## src/rtl/cdc_fast_event_capture_if.sv

```systemverilog
// Event handshake bundle between the fast-domain capture block and its consumer.
// The master drives a FIFO head (value + rise mask) with valid; the slave returns ready.
interface cdc_fast_event_capture_if #(
   parameter int unsigned WIDTH = 8
);
   logic             evt_valid;
   logic             evt_ready;
   logic [WIDTH-1:0] evt_data;
   logic [WIDTH-1:0] evt_rise;

   modport master (
      output evt_valid,
      output evt_data,
      output evt_rise,
      input  evt_ready
   );

   modport slave (
      input  evt_valid,
      input  evt_data,
      input  evt_rise,
      output evt_ready
   );
endinterface

```

## src/rtl/cdc_fast_event_capture.sv

```systemverilog
// Fast-domain consumer of a per-bit synchronized bus: qualifies each new value by
// stability, derives the rising-bit mask and queues events in a small FWFT FIFO.
module cdc_fast_event_capture #(
   parameter int unsigned WIDTH         = 8,
   parameter int unsigned STABLE_CYCLES = 3,
   parameter int unsigned FIFO_DEPTH    = 4
) (
   input  logic                          fast_clk,
   input  logic                          reset_n,
   input  logic [WIDTH-1:0]              signal_in_fast,
   cdc_fast_event_capture_if.master      evt,
   output logic [$clog2(FIFO_DEPTH):0]   fifo_level,
   output logic                          overflow,
   input  logic                          clr_overflow
);

   localparam int unsigned CW = $clog2(STABLE_CYCLES + 1);
   localparam int unsigned AW = $clog2(FIFO_DEPTH);
   localparam int unsigned LW = AW + 1;

   localparam logic [0:0] ST_IDLE   = 1'b0;
   localparam logic [0:0] ST_SETTLE = 1'b1;

   logic [0:0]       state_q,    state_d;
   logic [WIDTH-1:0] sample_q,   sample_d;
   logic [WIDTH-1:0] accepted_q, accepted_d;
   logic [CW-1:0]    cnt_q,      cnt_d;
   logic             push_c;
   logic [WIDTH-1:0] push_data_c;
   logic [WIDTH-1:0] push_rise_c;

   // Qualifier state register.
   always_ff @(posedge fast_clk) begin
      if (!reset_n) begin
         state_q    <= ST_IDLE;
         sample_q   <= '0;
         accepted_q <= '0;
         cnt_q      <= '0;
      end else begin
         state_q    <= state_d;
         sample_q   <= sample_d;
         accepted_q <= accepted_d;
         cnt_q      <= cnt_d;
      end
   end

   // A candidate must match for STABLE_CYCLES further samples; returning to the
   // accepted value while settling is treated as skew and produces no event.
   always_comb begin
      state_d    = state_q;
      sample_d   = sample_q;
      accepted_d = accepted_q;
      cnt_d      = cnt_q;
      push_c     = 1'b0;
      case (state_q)
         ST_IDLE: begin
            if (signal_in_fast != accepted_q) begin
               sample_d = signal_in_fast;
               cnt_d    = '0;
               state_d  = ST_SETTLE;
            end
         end
         ST_SETTLE: begin
            if (signal_in_fast != sample_q) begin
               if (signal_in_fast == accepted_q) begin
                  state_d = ST_IDLE;
               end else begin
                  sample_d = signal_in_fast;
                  cnt_d    = '0;
               end
            end else if (cnt_q == CW'(STABLE_CYCLES - 1)) begin
               push_c     = 1'b1;
               accepted_d = sample_q;
               state_d    = ST_IDLE;
            end else begin
               cnt_d = cnt_q + CW'(1);
            end
         end
         default: state_d = ST_IDLE;
      endcase
   end

   assign push_data_c = sample_q;
   assign push_rise_c = sample_q & ~accepted_q;

   logic [WIDTH-1:0] data_mem [FIFO_DEPTH];
   logic [WIDTH-1:0] rise_mem [FIFO_DEPTH];
   logic [AW-1:0]    wr_ptr_q;
   logic [AW-1:0]    rd_ptr_q;
   logic [LW-1:0]    level_q;
   logic             valid_q;
   logic [WIDTH-1:0] head_data_q;
   logic [WIDTH-1:0] head_rise_q;
   logic             overflow_q;

   logic             full_c;
   logic             pop_c;
   logic             wr_en_c;
   logic             drop_c;
   logic [AW-1:0]    rd_ptr_nxt_c;
   logic [LW-1:0]    remain_c;
   logic [LW-1:0]    level_nxt_c;
   logic [WIDTH-1:0] head_data_nxt_c;
   logic [WIDTH-1:0] head_rise_nxt_c;

   assign full_c       = (level_q == LW'(FIFO_DEPTH));
   assign pop_c        = valid_q & evt.evt_ready;
   assign wr_en_c      = push_c & (~full_c | pop_c);
   assign drop_c       = push_c & full_c & ~pop_c;
   assign rd_ptr_nxt_c = pop_c ? rd_ptr_q + AW'(1) : rd_ptr_q;
   assign remain_c     = level_q - LW'(pop_c);
   assign level_nxt_c  = remain_c + LW'(wr_en_c);

   // Registered head: bypass the pushed entry into an otherwise empty FIFO,
   // otherwise read the surviving oldest entry; hold when nothing is stored.
   always_comb begin
      head_data_nxt_c = head_data_q;
      head_rise_nxt_c = head_rise_q;
      if (level_nxt_c != '0) begin
         if (remain_c == '0) begin
            head_data_nxt_c = push_data_c;
            head_rise_nxt_c = push_rise_c;
         end else begin
            head_data_nxt_c = data_mem[rd_ptr_nxt_c];
            head_rise_nxt_c = rise_mem[rd_ptr_nxt_c];
         end
      end
   end

   // Storage array carries no reset; occupancy is tracked by the pointers.
   always_ff @(posedge fast_clk) begin
      if (wr_en_c) begin
         data_mem[wr_ptr_q] <= push_data_c;
         rise_mem[wr_ptr_q] <= push_rise_c;
      end
   end

   always_ff @(posedge fast_clk) begin
      if (!reset_n) begin
         wr_ptr_q    <= '0;
         rd_ptr_q    <= '0;
         level_q     <= '0;
         valid_q     <= 1'b0;
         head_data_q <= '0;
         head_rise_q <= '0;
         overflow_q  <= 1'b0;
      end else begin
         if (wr_en_c) begin
            wr_ptr_q <= wr_ptr_q + AW'(1);
         end
         rd_ptr_q    <= rd_ptr_nxt_c;
         level_q     <= level_nxt_c;
         valid_q     <= (level_nxt_c != '0);
         head_data_q <= head_data_nxt_c;
         head_rise_q <= head_rise_nxt_c;
         // A drop in the same cycle as a clear leaves the flag set.
         if (drop_c) begin
            overflow_q <= 1'b1;
         end else if (clr_overflow) begin
            overflow_q <= 1'b0;
         end
      end
   end

   assign evt.evt_valid = valid_q;
   assign evt.evt_data  = head_data_q;
   assign evt.evt_rise  = head_rise_q;
   assign fifo_level    = level_q;
   assign overflow      = overflow_q;

   a_level_bounded : assert property (@(posedge fast_clk) disable iff (!reset_n)
      level_q <= LW'(FIFO_DEPTH));

   a_cnt_bounded : assert property (@(posedge fast_clk) disable iff (!reset_n)
      cnt_q < CW'(STABLE_CYCLES));

   a_valid_tracks_level : assert property (@(posedge fast_clk) disable iff (!reset_n)
      valid_q == (level_q != '0));

endmodule
```

## src/flat_wrapper.sv

```systemverilog
// flat-port wrapper written by rule: the top's interface ports become plain ports
module cdc_fast_event_capture_flat 
#(
   parameter int unsigned WIDTH         = 8,
   parameter int unsigned STABLE_CYCLES = 3,
   parameter int unsigned FIFO_DEPTH    = 4
)
  (fast_clk, reset_n, signal_in_fast, fifo_level, overflow, clr_overflow, evt_evt_valid, evt_evt_data, evt_evt_rise, evt_evt_ready);
  cdc_fast_event_capture_if #(.WIDTH(WIDTH)) evt_i ();
  input  logic fast_clk;
  input  logic reset_n;
  input  logic [WIDTH-1:0] signal_in_fast;
  output logic [$clog2(FIFO_DEPTH):0] fifo_level;
  output logic overflow;
  input  logic clr_overflow;
  output wire logic [$bits(evt_i.evt_valid)-1:0] evt_evt_valid;
  output wire logic [$bits(evt_i.evt_data)-1:0] evt_evt_data;
  output wire logic [$bits(evt_i.evt_rise)-1:0] evt_evt_rise;
  input wire logic [$bits(evt_i.evt_ready)-1:0] evt_evt_ready;
  assign evt_evt_valid = evt_i.evt_valid;
  assign evt_evt_data = evt_i.evt_data;
  assign evt_evt_rise = evt_i.evt_rise;
  assign evt_i.evt_ready = evt_evt_ready;
  cdc_fast_event_capture #(.WIDTH(WIDTH), .STABLE_CYCLES(STABLE_CYCLES), .FIFO_DEPTH(FIFO_DEPTH)) u_core (.fast_clk(fast_clk), .reset_n(reset_n), .signal_in_fast(signal_in_fast), .evt(evt_i), .fifo_level(fifo_level), .overflow(overflow), .clr_overflow(clr_overflow));
endmodule
```

## config.mk

```make
export PLATFORM = sky130hd
export DESIGN_NAME = cdc_fast_event_capture_flat
export DESIGN_NICKNAME = d
export VERILOG_FILES = /design/src/rtl/cdc_fast_event_capture_if.sv /design/src/rtl/cdc_fast_event_capture.sv /design/src/flat_wrapper.sv
export SDC_FILE = /design/constraint.sdc
export NUM_CORES = 1
export LEC_CHECK = 0
export BUFFER_PORTS_ARGS = -buffer_cell sky130_fd_sc_hd__buf_2
export CAP_MARGIN = 30
export CORE_MARGIN = 2
export CORE_UTILIZATION = 45
export CTS_BUF_LIST = sky130_fd_sc_hd__clkbuf_8
export DETAILED_ROUTE_END_ITERATION = 8
export SLEW_MARGIN = 20
export SYNTH_ARGS = -nofsm -noshare
export SYNTH_HDL_FRONTEND = slang
export SYNTH_SLANG_ARGS = --single-unit
```

## constraint.sdc

```tcl
create_clock -name fast_clk -period 3.75 [get_ports fast_clk]
set_clock_uncertainty 0.1 [all_clocks]
set_input_delay 0.375 -clock fast_clk [delete_from_list [all_inputs] [get_ports fast_clk]]
set_output_delay 0.375 -clock fast_clk [all_outputs]
set_load 0.005 [all_outputs]
```

== Yosys cells after proc, flatten, opt, wreduce, memory -nomap -nowiden ==
Memory sizes are Yosys's and may differ from the RTL's.
Cells that the tools add are included.

* Add/subtract/negate cells: 5
* Equal/unequal tests: 10
* Multiplexer cells: 24
* Bitwise gates (word level): 11
* Reduce and logical (&&, ||, !) cells: 6

{| class="wikitable"
|+ Operator list
! kind !! count
|-
| $mux W8 || 5
|-
| $ne A8 B8 Y1 || 2
|-
| $pmux W8 S2 || 1
|-
| $mux W1 || 11
|-
| $mux W2 || 5
|-
| $reduce_and A3 Y1 || 3
|-
| $and A8 B8 Y8 || 1
|-
| $eq A8 B8 Y1 || 1
|-
| $not A8 Y8 || 1
|-
| $add A2 B1 Y2 const B || 3
|-
| $ne A3 B3 Y1 const B || 2
|-
| $and A1 B1 Y1 || 4
|-
| $ne A2 B2 Y1 const B || 2
|-
| $not A1 Y1 || 4
|-
| $pmux W2 S2 || 1
|-
| $add A3 B1 Y3 || 1
|-
| $eq A3 B3 Y1 const B || 1
|-
| $logic_not A3 Y1 || 1
|-
| $reduce_bool A3 Y1 || 1
|-
| $sub A3 B1 Y3 || 1
|-
| $eq A2 B2 Y1 const B || 1
|-
| $ne A2 B1 Y1 const B || 1
|-
| $pmux W1 S2 || 1
|-
| $reduce_bool A2 Y1 || 1
|-
| $or A1 B1 Y1 || 1
|}

* Register bits after elaboration: 44
* Memory bits (writable): 64
* Input port bits: 12
* Output and inout port bits: 21
* Word-level logic and storage cells: 69
* Memories kept: 2

{| class="wikitable"
|+ Memory list
! memory !! depth !! width !! rd ports !! clocked after memory_dff !! write ports !! line !! RTL
|-
| u_core.data_mem || 4 || 8 || 1 || 0 || 1 || cdc_fast_event_capture.sv:86 || <nowiki>logic [WIDTH-1:0] data_mem [FIFO_DEPTH];</nowiki>
|-
| u_core.rise_mem || 4 || 8 || 1 || 0 || 1 || cdc_fast_event_capture.sv:87 || <nowiki>logic [WIDTH-1:0] rise_mem [FIFO_DEPTH];</nowiki>
|}

== Depth between registers and ports, before layout ==
Gate-level depths: netlist (run 1).

* Depth in word-level cells: 7
* Mapped depth: 12
* Depth with buffers taken out: 10

== Least setup slack after synthesis (run 1) ==
OpenSTA, ideal clock, no wires.

* Path type: in2reg
* From: in evt_evt_ready
* To: reg u_core.head_rise_q[4], in the netlist u_core.evt.evt_rise[4]
* Setup time: 0.116 ns
* Data arrival time: 2.795 ns
* Data required time: 3.534 ns
* Slack: 0.740 ns
* Cell stages on the path: 11
* Path buffers: 2
* Path through: nand2_1 -> clkinv_1 -> clkbuf_1 -> ha_1 -> ha_1 -> inv_1 -> ha_1 -> o31a_4 -> buf_6 -> a32o_1 -> a31o_1

* Word-level cells in the longest chain between the ends: 5
* Elaborated cells on any way between the ends: 10
* Classes of those cells: 2 x add/sub; 2 x mux; 3 x bitwise; 2 x reduce/logical; 1 x memory

{| class="wikitable"
|+ RTL lines
! element !! line !! RTL
|-
| start: declaration || flat_wrapper.sv:19 || <nowiki>input wire logic [$bits(evt_i.evt_ready)-1:0] evt_evt_ready;</nowiki>
|-
| $and A1 B1 Y1 (*) || cdc_fast_event_capture.sv:107 || <nowiki>assign pop_c = valid_q & evt.evt_ready;</nowiki>
|-
| branches (longest 2 deep; another with $sub A3 B1 Y3) || - ||
|-
| $add A3 B1 Y3 (*) || cdc_fast_event_capture.sv:112 || <nowiki>assign level_nxt_c = remain_c + LW'(wr_en_c);</nowiki>
|-
| net u_core.level_nxt_c[1] || cdc_fast_event_capture.sv:102 || <nowiki>logic [LW-1:0] level_nxt_c;</nowiki>
|-
| $reduce_bool A3 Y1 (*) || cdc_fast_event_capture.sv:119 || <nowiki>if (level_nxt_c != '0) begin</nowiki>
|-
| end signal: assignment || cdc_fast_event_capture.sv:155 || <nowiki>head_rise_q <= head_rise_nxt_c;</nowiki>
|-
| end: declaration || cdc_fast_event_capture.sv:93 || <nowiki>logic [WIDTH-1:0] head_rise_q;</nowiki>
|}

Mark *: on every way through the listed nets, which the timed path passes.
A chain may end at the register's enable or synchronous reset.

== Final worst setup path (run 1) ==
* From: reg u_core.sample_q[0], in the netlist u_core.push_data_c[0]
* To: reg u_core.head_rise_q[2], in the netlist u_core.evt.evt_rise[2]

* Word-level cells in the longest chain between the ends: 6

{| class="wikitable"
|+ RTL lines
! element !! line !! RTL
|-
| start: declaration || cdc_fast_event_capture.sv:25 || <nowiki>logic [WIDTH-1:0] sample_q, sample_d;</nowiki>
|-
| start signal: assignment || cdc_fast_event_capture.sv:41 || <nowiki>sample_q <= sample_d;</nowiki>
|-
| $ne A8 B8 Y1 || cdc_fast_event_capture.sv:64 || <nowiki>if (signal_in_fast != sample_q) begin</nowiki>
|-
| $mux W1 || cdc_fast_event_capture.sv:64 ||
|-
| $mux W1 || cdc_fast_event_capture.sv:55 || <nowiki>case (state_q)</nowiki>
|-
| $and A1 B1 Y1 || cdc_fast_event_capture.sv:108 || <nowiki>assign wr_en_c = push_c & (~full_c | pop_c);</nowiki>
|-
| net u_core.wr_en_c || cdc_fast_event_capture.sv:98 || <nowiki>logic wr_en_c;</nowiki>
|-
| $add A3 B1 Y3 || cdc_fast_event_capture.sv:112 ||
|-
| net u_core.level_nxt_c[1] || cdc_fast_event_capture.sv:102 ||
|-
| $reduce_bool A3 Y1 || cdc_fast_event_capture.sv:119 ||
|}

The timed path passes the listed nets, and every way through them passes these cells.

==> results of run 1 <==
how the worst max path moves through the flow:
stage                                                     end                          startpoint  slack (ns)  cells after the start
after CTS                 u_core.evt.evt_data[2]$_SDFFE_PN0P_  u_core.push_data_c[0]$_SDFFE_PN0P_        0.71                     10
after global placement    u_core.evt.evt_data[7]$_SDFFE_PN0P_  u_core.push_data_c[0]$_SDFFE_PN0P_        0.77                     10
after floorplan           u_core.evt.evt_rise[4]$_SDFFE_PN0P_                       evt_evt_ready        0.74                     11
after global routing      u_core.evt.evt_data[0]$_SDFFE_PN0P_  u_core.push_data_c[0]$_SDFFE_PN0P_        0.47                     10
final                     u_core.evt.evt_rise[2]$_SDFFE_PN0P_  u_core.push_data_c[0]$_SDFFE_PN0P_        0.70                      9
after detailed placement  u_core.evt.evt_data[2]$_SDFFE_PN0P_  u_core.push_data_c[0]$_SDFFE_PN0P_        0.73                     10
flip-flops by register name, indices dropped and copies added (netlist names), 2 cells and up:
| signal | flops |
|---|---|
| u_core.push_data_c | 8 |
| u_core.cnt_q | 2 |
| u_core.rise_mem | 32 |
| u_core.data_mem | 32 |
| u_core.wr_ptr_q | 2 |
| u_core.rd_ptr_q | 2 |
| u_core.accepted_q | 8 |
| u_core.evt.evt_rise | 8 |
| u_core.evt.evt_data | 8 |
| u_core.fifo_level | 3 |
through the flow:
| step | instances | cell area (sq um) | setup slack, ns | power [mW] | hold WS [ns] |
|---|---|---|---|---|---|
| final | 620 | 5560 | 0.701 | 3.09 | 0.176 |
| after global routing | 620 | 5560 | 0.473 | 3.27 | 0.169 |
| after CTS | 620 | 5560 | 0.706 | 3.10 | 0.160 |
| after detailed placement | 604 | 5380 | 0.730 | 2.43 | 0.344 |
| after global placement | 603 | 5350 | 0.773 | 2.41 | 0.334 |
| after floorplan | 447 | 5040 | 0.740 | 2.12 | 0.349 |
where the power goes:
part	switching [mW]	internal, mW
combinational	0.568	0.386
clock	0.378	0.301
sequential	0.0957	1.36
placed cells by master (no fill, tap or decap), drive strengths merged, types with 9 or more instances in the layout:
cell	n
edfxtp	64
nand2	50
buf	48
dfxtp	44
o21ai	35
mux2i	24
a21oi	21
a2bb2oi	16
nand3	14
xnor2	12
inv	12
and3	9
nor2b	9
ha	9
clkbuf	9
nor2	9
cells by family after synthesis:
group / count (synthesis) / synth area share
AO/OA/AOI/OAI: 123 / 0.168
XOR/XNOR: 20 / 0.0363
adder cells (fa/ha/maj): 9 / 0.0224
buffers and inverters: 40 / 0.0333
flip-flops: 108 / 0.557
multiplexers: 32 / 0.0656
AND/OR/NAND/NOR: 115 / 0.118
routing by layer:
layer / track usage / part of all wire / vias to the layer above
li1: - / - / 1726
met1: 0.267 / 0.45 / 1748
met2: 0.341 / 0.49 / 88
met3: 0.0468 / 0.042 / 15
met4: 0.0588 / 0.013 / 0
met5: 0 / 0 / -
final cells by class:
type / instances / area share
inverter: 9 / 0.00607
sequential: 108 / 0.504
clock inverter: 7 / 0.0106
multi-input combinational: 299 / 0.371
tap: 140 / 0.0315
clock buffer: 9 / 0.0223
timing repair buffer: 48 / 0.0540
worst min-delay path, delay by kind of cell:
kind / cells / cell delay [ns]
AND/OR/NAND/NOR: 1 / 0.05
buffers and inverters: 1 / 0.12
multiplexers: 1 / 0.06
==> results summary, run 1 <==
The class of the worst hold path is primary input to register. The initial antenna violation count is 0. The worst setup path is of the register to register kind. Measured along the x axis, the die boundary spans 110 microns.

The smallest clock period supported by the final layout is computed as 3.05 ns. The slowest stage of the critical path is the sky130_fd_sc_hd__dfxtp_1 cell. The wire length per cell after detailed routing is ~19 microns.

The flow ran to the end, and the final reports show no timing, DRC or antenna violations. The headroom to the max-slew limit is 0.423. The TritonCTS clock tree is built. The critical path's largest stage delay is 0.57 ns.

The CTS buffer count is 9. The routability congestion estimate from global placement came out at 0.784. The number of remaining DRC errors is 0. Across all register-to-register paths, the minimum setup slack is 0.70 ns. The remaining global-route overflow is 0. The largest total area in the synthesized netlist belongs to sky130_fd_sc_hd__edfxtp_1. The path with the worst hold slack has its endpoint at u_core.push_data_c[0]$_SDFFE_PN0P_. After routing, the total negative slack on setup checks comes to 0 ns. The total leakage power is 2.01 nW. When the netlist entered floorplanning its net count stood at ~470.

The gate count after technology mapping is 447. The startpoint of the worst hold path is signal_in_fast[0]. The ratio of total power to cell area came out at 555 nW/um^2. After synthesis, the most frequently instantiated cells are sky130_fd_sc_hd__edfxtp_1 (64), sky130_fd_sc_hd__nand2_1 (50), sky130_fd_sc_hd__dfxtp_1 (44), sky130_fd_sc_hd__o21ai_0 (35), sky130_fd_sc_hd__mux2i_1 (24). The number of port buffers came out at 32. Yosys mapped the design onto 42 distinct sky130hd cell types. The final count of pins violating max slew is 0.

The clock passes through at most 2 buffers. Sorting the synthesized cells by area gives the leading types as sky130_fd_sc_hd__edfxtp_1 (38%), sky130_fd_sc_hd__dfxtp_1 (17%), sky130_fd_sc_hd__mux2i_1 (4.8%). The final clock period utilization by the worst path came out at 0.813.

The max-cap check violation count came out at 0. In the final layout, the multi-input gates occupy ~2100 sq um. For this design, the sink count on the clock tree is 108.

The number of enable flip-flop cells after synthesis is 64. The count of TritonRoute iterations in the first routing pass came out at 5. The first-pass GRT wire length came out at 18400 microns.

The endpoint identified for the worst register-to-register timing path is u_core.evt.evt_rise[2]$_SDFFE_PN0P_. The root buffer cell chosen for the clock tree is sky130_fd_sc_hd__clkbuf_8. The number of global-route vias before repair was 3509. The share of the Yosys chip area taken by registers is 0.557. The most common cell in the netlist is sky130_fd_sc_hd__edfxtp_1. The row count came out at 38.

The die area is 12100 sq um. The detailed-route via count came out at 3577. The cell that appears most often on the critical path is sky130_fd_sc_hd__ha_1. The placed wire-length estimate after detailed placement is 7590 microns. The depth of the worst register-to-register path is 9.

Setup repair after global routing left no endpoint under its margin. The signal on the critical path passes through xor2_1 > nor4_2 > nand4_1 > nor2_1 > ha_1 > ha_1 > o31a_4 > a32o_1 > a31o_2. The final number of hold-violating endpoints came out at 0. The share of synthesized area in the top cell type comes to 0.382. STA classifies the critical path endpoint as a register. The core region area came out at around 11000 sq um. The remaining antenna violation count after routing came out at 0. The clock input transition at the sequential cells of the worst setup and hold paths is 0.10 ns. The number of buffers added to fix hold violations after cts is 0. The area of all sequential standard cells came out at 2800 sq um. Setup violations remaining at the end of the flow were counted as 0.

The transition time at the pin with the least slew margin came out at 0.865 ns. Pin placement for this block handled 33 I/O pins. The overall fraction of global-route tracks in use is 0.205. The ratio of cells with drive above 1 in the final layout came out at 0.163. The chip height is 110 microns. The fraction of the core area covered by cells at the end of the flow came out at 0.511. The clock network latency to the later pin of the worst-skew pair came out at 0.37 ns. The data required time of the critical path is 3.91 ns. The total buffers and inverters traversed by the critical path came out at 0. The mean instance size in the synthesized netlist is 11.3 sq um.

The initial cell density of the core came out at 0.463. The depth of the worst hold-timing path is 3. The highest clock rate came out at 328 MHz. The area of the mapped netlist is 5040 sq um.

Gates resized during post-CTS repair numbered 0. The number of H-tree levels is 3. The flip-flop and latch count after synthesis is between 100 and 150.

The async set-or-reset flop fraction in the synthesized netlist is 0. The post-synthesis to final-layout area growth came out at 10.4%. Of all nets on the critical path, the largest fanout is 25.

Using the TritonRoute via totals, the vias-per-cell ratio works out to a little under 6. Broken down by cell family, the worst path's largest delay share belongs to compound AO/OA/AOI/OAI gates. The critical path arrival is 3.21 ns. In the final design database the tool counted 496 nets.

The startpoint identified for the worst register-to-register timing path is u_core.push_data_c[0]$_SDFFE_PN0P_. The maximum number of pins on one net before global-route repair is 44. The number of buffers inserted to repair setup after CTS came out at 0. Across the VDD grid, the largest voltage drop is between 0.3 and 0.4 mV. The total of warnings raised by yosys is 0. For this block, the initial DRC count from the detailed router was around 260.

STA classifies the critical path startpoint as a register. Among all flip-flop cells after synthesis, the most frequent one is sky130_fd_sc_hd__edfxtp_1. Wires add up to around 12000 microns.

The number of filler instances in the final layout is 960. The repair_antennas step left the layout with diodes totalling 0.
Power figures use the tool's default switching activity.
==> run 2, diff against run 1 <==
Settings changed: ABC_AREA set to 1.
Clock period 3.75 ns to 3.2 ns, I/O delays scaled along.
==> results summary, run 2 <==
The area fraction in compound gates after synthesis came out at 0.0752. The core region area is between 10000 and 15000 sq um. The share of total power in sequential cells came out at 0.456. The analysis attributes to cell leakage a power of approximately 2.5 nW.

The clock input transition at the sequential cells of the worst setup and hold paths is 0.10 ns. Yosys instantiated no cell more often than sky130_fd_sc_hd__nand2_1. The number of H-tree levels came out at 3.

The highest clock rate came out at between 300 and 400 MHz. The detailed-route vias per instance is 4.84. The CTS buffer count came out at 9.

The floorplan step defined a die boundary enclosing 11700 sq um. The tree is rooted in a sky130_fd_sc_hd__clkbuf_8. The remaining antenna violation count after routing came out at 0. The row count came out at 38. The top cell types in the final layout, fill and taps aside, are sky130_fd_sc_hd__nand2_1 (132), sky130_fd_sc_hd__inv_1 (81), sky130_fd_sc_hd__nor2_1 (74), sky130_fd_sc_hd__edfxtp_1 (64), sky130_fd_sc_hd__dfxtp_1 (44).

The ratio of cells with drive above 1 in the final layout is 0.128. The critical path arrival came out at 2.95 ns. The minimum clock period after layout came out at 2.74 ns.

The critical path's largest stage delay is 0.50 ns. The power dissipated by switching net loads is 1.22 mW. The setup path with the least slack is of type register to register. 33 I/O pins were placed. The sequential share of the synthesized area came out at 0.575.

The headroom to the max-slew limit is 0.492. The routability congestion estimate from global placement came out at 0.813. The multi-input logic area came out at 1690 sq um. The category of the worst setup path capture point is a register. The maximum number of pins on one net before global-route repair came out at 38.

The post-synthesis to final-layout area growth is 11.3%. The worst hold path begins at signal_in_fast[6]. TritonCTS built the clock tree. The wire length per cell after detailed routing is approximately 14 microns. In the synthesized netlist, the cells that appear most often are sky130_fd_sc_hd__nand2_1 (132), sky130_fd_sc_hd__inv_1 (80), sky130_fd_sc_hd__nor2_1 (74), sky130_fd_sc_hd__edfxtp_1 (64), sky130_fd_sc_hd__dfxtp_1 (44). The number of filler instances in the final layout is between 1000 and 1500. The flip-flop and latch count after synthesis is 108.

The number of global-route vias before repair came out at 3280. The number of enable flip-flop cells after synthesis is 64. The sum of negative setup slack came out at 0 ns. The run finished with clean final reports. The data required time of the critical path is 3.42 ns. The number of nets handed over by synthesis was 557. On the critical path, the stage with the largest delay is an instance of sky130_fd_sc_hd__dfxtp_1.

The clock network fraction of design power is 0.242. Yosys printed 0 warnings. The fraction of power consumed by combinational cells came out at 0.302. Input and output buffers added on the ports amount to 32.

The unique cell type count in the Yosys netlist came out at 30. Together, buffers and inverters on the worst path number 3. In the final layout, flip-flops and latches occupy 2800 sq um. The max-cap check violation count is 0. The initial cell density of the core came out at 0.456.

The gate count after technology mapping is around 540. The number of hold buffers added after CTS was 0. The final-stage net count came out at 593. The mean instance size in the synthesized netlist is 9.10 sq um. The share of cell area taken by muxes after synthesis came out at 0.

The critical path startpoint is u_core.push_data_c[2]$_SDFFE_PN0P_. The fraction of post-synthesis cell area in the top cell type by area is 0.394. The number of remaining DRC errors came out at 0. Of the total synthesized cell area, the portion taken by full adders, half adders and majority gates is 0.0231.

The worst-case IR drop observed on VDD is 0.315 mV. The path class of the tightest hold or removal check is primary input to register. The area share of xor/xnor cells in the synthesized design came out at 0.0236. The wire length reported by the detailed router came out at 10100 microns. The family with the most delay on the worst path is simple AND/OR/NAND/NOR gates.

The ratio of total power to cell area came out at 645 nW/um^2. The final number of hold-violating endpoints is 0. In the synthesized netlist the dominant register cell turns out to be sky130_fd_sc_hd__edfxtp_1. The most common cell after layout, fill and taps aside is sky130_fd_sc_hd__nand2_1. The net switching fraction of the power came out at 0.348. The final count of pins violating max slew came out at 0. Among the stages of the critical path, the cell type that occurs most often is sky130_fd_sc_hd__nand2_1.

Setup repair after global routing left no endpoint under its margin. The initial antenna violation count came out at 0. The internal portion of total power is roughly 2.3 mW.

In the post-synthesis netlist, the biggest area contributors are sky130_fd_sc_hd__edfxtp_1 (39%), sky130_fd_sc_hd__dfxtp_1 (18%), sky130_fd_sc_hd__nand2_1 (10%). For the pin with the worst max-slew slack, the measured transition is 0.761 ns. The die width came out at 108 microns. The first-pass GRT wire length came out at 16800 microns. The area of the mapped netlist came out at 4880 sq um. The critical path goes through inv_1 > nand2_1 > o21ai_0 > nor2_1 > nand3_1 > nor2_1 > nand3_1 > inv_1 > ha_1 > ha_1 > nor2_1 > nand2_1 > nor2_2 > buf_4 > nand2_1 > nand2_1. The antenna diode count is 0.

The later pin in the worst-skew pair is clocked with a latency of 0.37 ns. The largest total area in the synthesized netlist belongs to sky130_fd_sc_hd__edfxtp_1. The detailed-route via count is 3468. The remaining global-route overflow is 0. The completed layout was analyzed and its total power is approximately 3.5 mW.

The largest fanout on the critical path came out at 16. The worst register-to-register path begins at u_core.push_data_c[2]$_SDFFE_PN0P_. The element type at the critical path start is a register.

The chip height is 108 microns. CTS saw 108 sinks. The overall fraction of global-route tracks in use came out at 0.189. Detailed placement ended at an HPWL of 6640 microns. For this run, asynchronously set or reset flops after synthesis account for 0. The final clock period utilization by the worst path came out at 0.856. The largest registers in the layout are u_core.data_mem: 32 flops, u_core.rise_mem: 32 flops. The maximum buffer depth of the clock tree came out at 2. The final setup violation count is 0. The count of TritonRoute iterations in the first routing pass came out at 4. By area, the combinational part of the netlist is dominated by simple AND/OR/NAND/NOR gates.

The fraction of the core area covered by cells at the end of the flow came out at 0.507. The DRC violation total after the first TritonRoute iteration came out at 176. The simple-gate portion of the synthesized area is 0.219.
[run 2: changes by cell type in the layout (fill, tap and decap cells not counted), sizes merged, moves of 10 or more]
cell     before  now
a2bb2oi      16    0
inv          12   85
mux2i        24    0
nand2        50  136
nand3        14   24
nor2          9   78
o211ai        0   32
o21ai        35   11
[run 2: final cells by class]
class,count,area share
flip-flops and latches,108,0.516
multi-input cells,328,0.311
inverters,83,0.0574
repair buffers,42,0.0457
well taps,140,0.0323
clock buffers,10,0.0254
clock inverters,6,0.0118
[run 2: path summary, 6_finish.rpt]
check	to	cells past startpoint	slack, ns
max	u_core.evt.evt_rise[3]$_SDFFE_PN0P_	16	0.46
min	u_core.push_data_c[6]$_SDFFE_PN0P_	3	0.16
max reg2reg	u_core.evt.evt_rise[3]$_SDFFE_PN0P_	16	0.46
min reg2reg	u_core.evt.evt_rise[0]$_SDFFE_PN0P_	2	0.35
[run 2: kinds of logic (layout without fill, tap and decap cells)]
logic type | count (synthesis) | count (layout)
simple gates | 252 | 252
flops | 108 | 108
buf+inv | 100 | 141
compound gates | 56 | 56
xor+xnor | 11 | 11
fa+ha+maj | 9 | 9
[run 2: power groups by stage]
| stage | Combinational [mW] | Sequential [mW] | Clock [mW] |
|---|---|---|---|
| finish | 1.06 | 1.60 | 0.849 |
| CTS | 1.06 | 1.60 | 0.858 |
| detailed placement | 1.06 | 1.63 | 0 |
| floorplan | 0.735 | 1.63 | 0 |
| global placement | 1.05 | 1.63 | 0 |
| global route | 1.22 | 1.61 | 0.920 |
[run 2: worst register-to-register path: cells and delay by family (launching register included)]
family | cells | cell delay [ns]
AOI/OAI and AO/OA | 1 | 0.07
adders and majority gates | 2 | 0.38
buffers and inverters | 3 | 0.50
DFF | 1 | 0.50
and+or+nand+nor | 10 | 1.13
[run 2: layer usage]
| metal | part of all wire | global-route usage | routed length (microns) | vias to the layer above |
|---|---|---|---|---|
| met4 | 0.016 | 0.0788 | 160 | 0 |
| met1 | 0.50 | 0.255 | 5010 | 1612 |
| li1 | - | - | - | 1790 |
| met5 | 0 | 0 | 0 | - |
| met3 | 0.027 | 0.0253 | 271 | 12 |
| met2 | 0.46 | 0.308 | 4630 | 54 |
[run 2: repair_timing]
action | in CTS | in global routing
buffers inserted | 0 | 0
gates resized for setup | 0 | 1
setup endpoints to repair | 0 | 2
endpoints found under the hold margin | 0 | 0
[run 2: metrics by stage]
stage / hold slack (ns) / worst slack [ns] / instance area (sq um) / std cells
5_1_grt: 0.175 / 0.0517 / 5430 / 717
3_5_place_dp: 0.334 / 0.391 / 5220 / 701
2_1_floorplan: 0.346 / 0.860 / 4880 / 536
3_3_place_gp: 0.333 / 0.426 / 5220 / 701
4_1_cts: 0.152 / 0.380 / 5420 / 717
6_report: 0.163 / 0.462 / 5430 / 717
